`src/rtl/core_dg_tx.sv`:
```
// Hamming(7,4) datagram encoder with a 2-entry output FIFO; optional error injection via CORE_DG_ERR_INJ_EN.
// Latency: one cycle from input transfer to out_valid, sustaining one packet per cycle.
// Backpressure: in_ready drops only when both entries are full and depends on registered state only.
module core_dg_tx (
  input  logic        clk,
  input  logic        rst_n,
  input  logic [7:0]  in_data,
  input  logic        in_valid,
  output logic        in_ready,
  output logic [10:0] out_data,
  output logic        out_valid,
  input  logic        out_ready,
  output logic [7:0]  pkt_count
`ifdef CORE_DG_ERR_INJ_EN
  ,
  input  logic [2:0]  err_pos
`endif
);

  typedef enum logic [1:0] {
    S_EMPTY = 2'd0,
    S_ONE   = 2'd1,
    S_TWO   = 2'd2
  } state_t;

  state_t      state_q;
  state_t      state_nxt;
  logic        live_q;
  logic [10:0] head_q;
  logic [10:0] tail_q;
  logic [6:0]  cw;
  logic [10:0] pkt;
  logic        push;
  logic        pop;

  assign in_ready  = live_q && (state_q != S_TWO);
  assign out_valid = (state_q != S_EMPTY);
  assign out_data  = head_q;
  assign push      = in_valid && in_ready;
  assign pop       = out_valid && out_ready;

  always_comb begin
    cw    = '0;
    cw[2] = in_data[4];
    cw[4] = in_data[5];
    cw[5] = in_data[6];
    cw[6] = in_data[7];
    cw[0] = in_data[4] ^ in_data[5] ^ in_data[7];
    cw[1] = in_data[4] ^ in_data[6] ^ in_data[7];
    cw[3] = in_data[5] ^ in_data[6] ^ in_data[7];
`ifdef CORE_DG_ERR_INJ_EN
    // err_pos is 1-based so that zero means "no corruption".
    if (err_pos != 3'd0) begin
      cw = cw ^ (7'd1 << (err_pos - 3'd1));
    end
`endif
    pkt = {cw, in_data[3:0]};
  end

  always_comb begin
    state_nxt = state_q;
    case (state_q)
      S_EMPTY: if (push) state_nxt = S_ONE;
      S_ONE: begin
        if (push && !pop)      state_nxt = S_TWO;
        else if (!push && pop) state_nxt = S_EMPTY;
      end
      S_TWO:   if (pop) state_nxt = S_ONE;
      default: state_nxt = S_EMPTY;
    endcase
  end

  always_ff @(posedge clk or negedge rst_n) begin
    if (!rst_n) begin
      state_q <= S_EMPTY;
      live_q  <= 1'b0;
    end else begin
      state_q <= state_nxt;
      live_q  <= 1'b1;
    end
  end

  // head_q is always the oldest packet, so out_data never passes through a mux.
  always_ff @(posedge clk or negedge rst_n) begin
    if (!rst_n) begin
      head_q <= '0;
      tail_q <= '0;
    end else begin
      case (state_q)
        S_EMPTY: if (push) head_q <= pkt;
        S_ONE: begin
          if (push && pop) head_q <= pkt;
          else if (push)   tail_q <= pkt;
        end
        S_TWO:   if (pop) head_q <= tail_q;
        default: ;
      endcase
    end
  end

  always_ff @(posedge clk or negedge rst_n) begin
    if (!rst_n) begin
      pkt_count <= '0;
    end else if (pop) begin
      pkt_count <= pkt_count + 8'd1;
    end
  end

endmodule

```
`config.mk`:
```
export PLATFORM = sky130hd
export DESIGN_NAME = core_dg_tx
export DESIGN_NICKNAME = d
export VERILOG_FILES = /design/src/rtl/core_dg_tx.sv
export SDC_FILE = /design/constraint.sdc
export NUM_CORES = 1
export LEC_CHECK = 0
export BUFFER_PORTS_ARGS = -buffer_cell sky130_fd_sc_hd__buf_2
export CAP_MARGIN = 25
export CORE_MARGIN = 2
export CORE_UTILIZATION = 36
export DETAILED_ROUTE_END_ITERATION = 7
export PLACE_DENSITY = 0.68
export SYNTH_ARGS = -nofsm -noshare
export SYNTH_HDL_FRONTEND = slang
export SYNTH_SLANG_ARGS = --single-unit
```
`constraint.sdc`:
```
create_clock -name clk -period 2 [get_ports clk]
set_clock_uncertainty 0.2 [all_clocks]
set_input_delay 0.1 -clock clk [delete_from_list [all_inputs] [get_ports clk]]
set_output_delay 0.1 -clock clk [all_outputs]
set_load 0.005 [all_outputs]
```
Word-level counts from Yosys, hierarchy flattened --
Index checks and enable logic that the tools add are counted.
Storage, ports and cells: word-level logic and storage cells 43, RAM bits 0, flip-flop bits (word level) 33, memories 0, output and inout bits 21, bits of input ports 12, bits in latches 0, memory bits (read-only) 0
Operators by class: multiplexer cells 9, multiply operators 0, divide/modulo/power cells 0, magnitude comparators 0, add/sub/neg operators 1, eq/ne operators 7, reduce and logical (&&, ||, !) cells 14, shifts and indexed selects 0, bitwise logic cells 7
Operator list (number):
- two-way mux 11 bit | 3
- one-hot mux 11 bit (3 select lines) | 1
- adder 8 x 1 -> 8 bit, second input constant | 1
- two-way mux 2 bit | 4
- inequality test 2 bit, second input constant | 4
- logical AND 1 bit | 6
- one-hot mux 2 bit (3 select lines) | 1
- AND reduction 3 bit | 2
- XOR 1 bit | 6
- AND reduction 4 bit | 1
- inequality test 3 bit, second input constant | 1
- nonzero test 3 bit | 1
- == test 2 x 1 -> 1 bit, second input constant | 1
- == test 2 bit, second input constant | 1
- logical NOT 1 bit | 2
- logical NOT 2 bit | 1
- nonzero test 2 bit | 1
- NOT 1 bit | 1

Depth between registers and ports, before layout --
depth in word-level cells 8, mapped depth 10, depth with buffers taken out 7

Worst setup path after synthesis --
No wires, ideal clock.
path type register to register, start point register state_q[0], end point register tail_q[10], path slack -0.174 ns, clock period less this slack 2.174 ns, path buffers 3, library setup time 0.125 ns, required time 1.675 ns, data arrival time 1.850 ns, stages on the path, launching flop included 10, cells stage by stage dfrtp_1 > buf_6 > nor2b_4 > buf_12 > inv_1 > and3_1 > ha_1 > nand3b_1 > buf_2 > mux2_2
Between the ends: longest elaborated chain between the ends 6, elaborated cells between the ends (all ways) 9, those cells by class 2 x eq/ne; 1 x bitwise; 6 x reduce/logical
RTL lines:
- from (decl) | line 26 | state_t state_q;
- from (signal assigned) | line 78 | state_q <= state_nxt;
- inequality test 2 bit | line 36 | assign in_ready = live_q && (state_q != S_TWO);
- logical AND 1 bit | line 36
- logical AND 1 bit | line 39 | assign push = in_valid && in_ready;
- logical AND 1 bit | line 92 | if (push && pop) head_q <= pkt;
- NOT 1 bit (no source line)
- AND reduction 3 bit (no source line) (*)
- to (signal assigned) | line 93 | else if (push) tail_q <= pkt;
- to (decl) | line 30 | logic [10:0] tail_q;
Mark *: on every way between the ends. The rest lies on a longest branch, timed or not. A chain may end at the register's enable or synchronous reset.

Worst setup path after layout --
start point register state_q[1], end point register tail_q[2]
The elaborated chain is that of the path after synthesis.

==> impl_metrics.yaml <==
cells_and_area:
  num_antenna_cells: 0
  final_util: 0.504
  drive_gt1_frac: 0.517
  fin_nets: 193
  fin_area_sq_um: 2220
  area_delta_synth_final_pct: 32.8
synthesis:
  synth-edff-count: 0
  ys_top_cells_by_area: "dfrtp_1 49%, mux2_2 10%, mux2_4 9.0%"
  yosysSeqAreaShare: 0.493
  syn_avg_cell_area_sq_um: 14.0
  synth_top_area_cell: "dfrtp_1"
  synth_top_family_by_area: "multiplexers"
  synthAdderAreaFrac: 0.0299
  ys_seq_elements: 33
  muxShareOfSynthArea: 0.240
  synth-main-ff-cell: "dfrtp_1"
  synth-compound-area-share: 0.0217
  netlist_instances: 120
  synth_top_cells_by_count: "33 x dfrtp_1, 15 x mux2_2, 10 x mux2_4, 7 x nand2_1, 6 x mux2i_1"
  syn-cell-area_sq_um: 1670
  yosys_warnings: 0
  syn_nets: 136
  synth.most_common_cell: "dfrtp_1"
  synth_top_area_frac: 0.493
  yosys.area_share.simple: 0.0852
  ys_types: 29
  postSynth.asyncResetShare: 1.00
  synthXorXnorAreaFrac: 0.0792
place:
  dpl-instance-area_sq_um: 1950
  io_buffers: 32
  place_hpwl_um: 2280
  gp_congestion: 0.731
  dp_slack_ns: -0.132
timing:
  hold_violations: 0
  rsz0062_at_grt: "true"
  slew_viol_final: 0
  setup_ws_ns: -0.0237
  fin_crit_ns: 2.02
  max_slew_margin: 0.513
  worst_pin_slew_ns: 0.731
  tns_ns: -0.153
  setup_viol: 11
  fmax_ghz: 0.494
  fin_crit_sh: 1.01
grt:
  grt_usage: 0.138
  grt_pass1_vias: 1203
  antenna_found_initial: 0
  grt_pass1_wl_um: 5500
  grt_max_degree: 34
  grt_overflow: 0
die:
  fp.dieH_um: 72.2
  io_pins: 33
  start_util: 0.379
  std_cell_rows: 24
  die_w_um: 72.2
  dieArea_sq_um: 5210
  core_area_sq_um: 4410
setup_path:
  worstPathArrival_ns: 1.99
  crit_fanout: 11
  cpPeakStageDelay_ns: 0.40
  path_common_cell: "buf_4"
  start_kind: "register"
  cp_cell_sequence: "buf_4 -> o21ai_2 -> buf_4 -> ha_1 -> nand3b_1 -> buf_12 -> mux2_4"
  slowest_stage: "dfrtp_1"
  timing_worst_setup_path_type: "reg2reg"
  cp_data_required_time_ns: 1.97
  endpoint_kind: "register"
power:
  power_density_nw_per_um2: 1200
  irDropWorstVdd_mv: 0.648
  finalPower_mw: 2.67
  power.leakage_nw: 1.09
run_status:
  outcome: "complete, but fails checks"
  violations: "negative setup slack"
routing:
  drt_iter0_drc: 46
  wirelength_um: 3410
  first_pass_iters: 4
  routedWlPerCell_um: 14.8
  viasPerCell: 4.83
  drtAntennaViolNets: 0
  drc: 0
  num_vias: 1112
worst_hold_path:
  hp-class: "in2async"
clock_network:
  root_buffer: "clkbuf_8"
  clkLatencyLatePin_ns: 0.28
  htree_num_levels: 2
  cts_max_path_buffers: 2
  cts_tree: "built"
  cts_sinks: 33
  cts_buffers: 5
  clk_pin_slew_ns: 0.07
job:
  drv_cap: 0
-- layout make-up --
cell class,instances,area [sq um]
fill,393,2190
inverter,5,18.8
clock buffer,7,96.3
multi-input combinational,77,837
sequential,33,827
tap,52,65.1
timing repair buffer,55,374
clock inverter,1,5.00
-- sequential cells by signal (all words and copies together) (netlist names) --
register,cells
state_q,2
out_data,11
tail_q,11
pkt_count,8
live_q,1
-- through the flow --
step	instances	hold WS (ns)
3_5_place_dp	206	0.00149
2_1_floorplan	120	-0.396
5_1_grt	230	0.275
3_3_place_gp	206	-0.00555
4_1_cts	225	0.115
6_report	230	0.213
-- logic make-up after synthesis --
family / count (synthesis)
AO/OA/AOI/OAI: 4
XOR/XNOR: 10
buffers and inverters: 11
AND/OR/NAND/NOR: 24
other: 1
adder cells (fa/ha/maj): 4
flip-flops: 33
multiplexers: 33
-- final timing paths --
check | start | end | slack (ns) | depth (start not counted)
min in group clk | in_valid | state_q[0]$_DFFE_PN0P_ | 0.27 | 4
max in group asynchronous | rst_n | state_q[0]$_DFFE_PN0P_ | 0.88 | 2
worst min register to register | pkt_count[7]$_DFFE_PN0P_ | pkt_count[7]$_DFFE_PN0P_ | 0.27 | 1
worst min-delay path | rst_n | tail_q[9]$_DFFE_PN0P_ | 0.21 | 2
worst max register to register | state_q[1]$_DFFE_PN0P_ | tail_q[2]$_DFFE_PN0P_ | -0.02 | 7
worst max-delay path | state_q[1]$_DFFE_PN0P_ | tail_q[2]$_DFFE_PN0P_ | -0.02 | 7
-- cell usage in the layout, fill, tap and decap left out --
master          n
xnor2_1         4
nor2b_4         1
mux2_4         16
buf_4          11
nand2_1         7
mux2_2         11
nor3_1          2
mux2i_1         6
or2_2           1
nand3_1         1
and3_4          1
dlygate4sd3_1  10
buf_12          1
inv_2           2
o21ai_2         1
nand4_1         3
dfrtp_1        32
xor2_1          3
clkbuf_8        7
and3_1          1
buf_6           1
inv_1           3
o22ai_1         1
nor2_1          1
nand3b_1        5
a21o_2          1
buf_2          32
clkinv_2        1
ha_1            3
and2b_2         1
conb_1          1
dfrtp_2         1
ha_4            1
xor3_1          3
o211ai_4        2
-- where the power goes --
| group | leakage, nW | total [mW] | switching (mW) | internal (mW) |
|---|---|---|---|---|
| clock network | 0.0542 | 0.546 | 0.235 | 0.311 |
| logic | 0.636 | 0.978 | 0.365 | 0.613 |
| registers | 0.402 | 1.15 | 0.197 | 0.953 |
-- worst max-delay path, delay by kind of cell, from the launching register on --
kind	cells	cell delay, ns
AO/OA/AOI/OAI	1	0.19
adder cells (fa/ha/maj)	1	0.18
buffers and inverters	3	0.52
flip-flops	1	0.40
multiplexers	1	0.29
AND/OR/NAND/NOR	1	0.13
-- timing repair --
action	4_1_cts	5_1_grt
pin swaps	0	2
setup endpoints to repair	21	19
buffers inserted	1	4
endpoints found under the hold margin	47	0
gates resized for setup	2	4
cloned	0	1
hold buffers	10	0
-- routing by layer --
metal / share of wire / vias up / track usage
li1: - / 529 / -
met2: 0.48 / 31 / 0.223
met5: 0 / - / 0
met1: 0.46 / 546 / 0.168
met4: 0.013 / 0 / 0.0566
met3: 0.051 / 6 / 0.0486
Note: power is estimated with default switching activity, not from simulation.
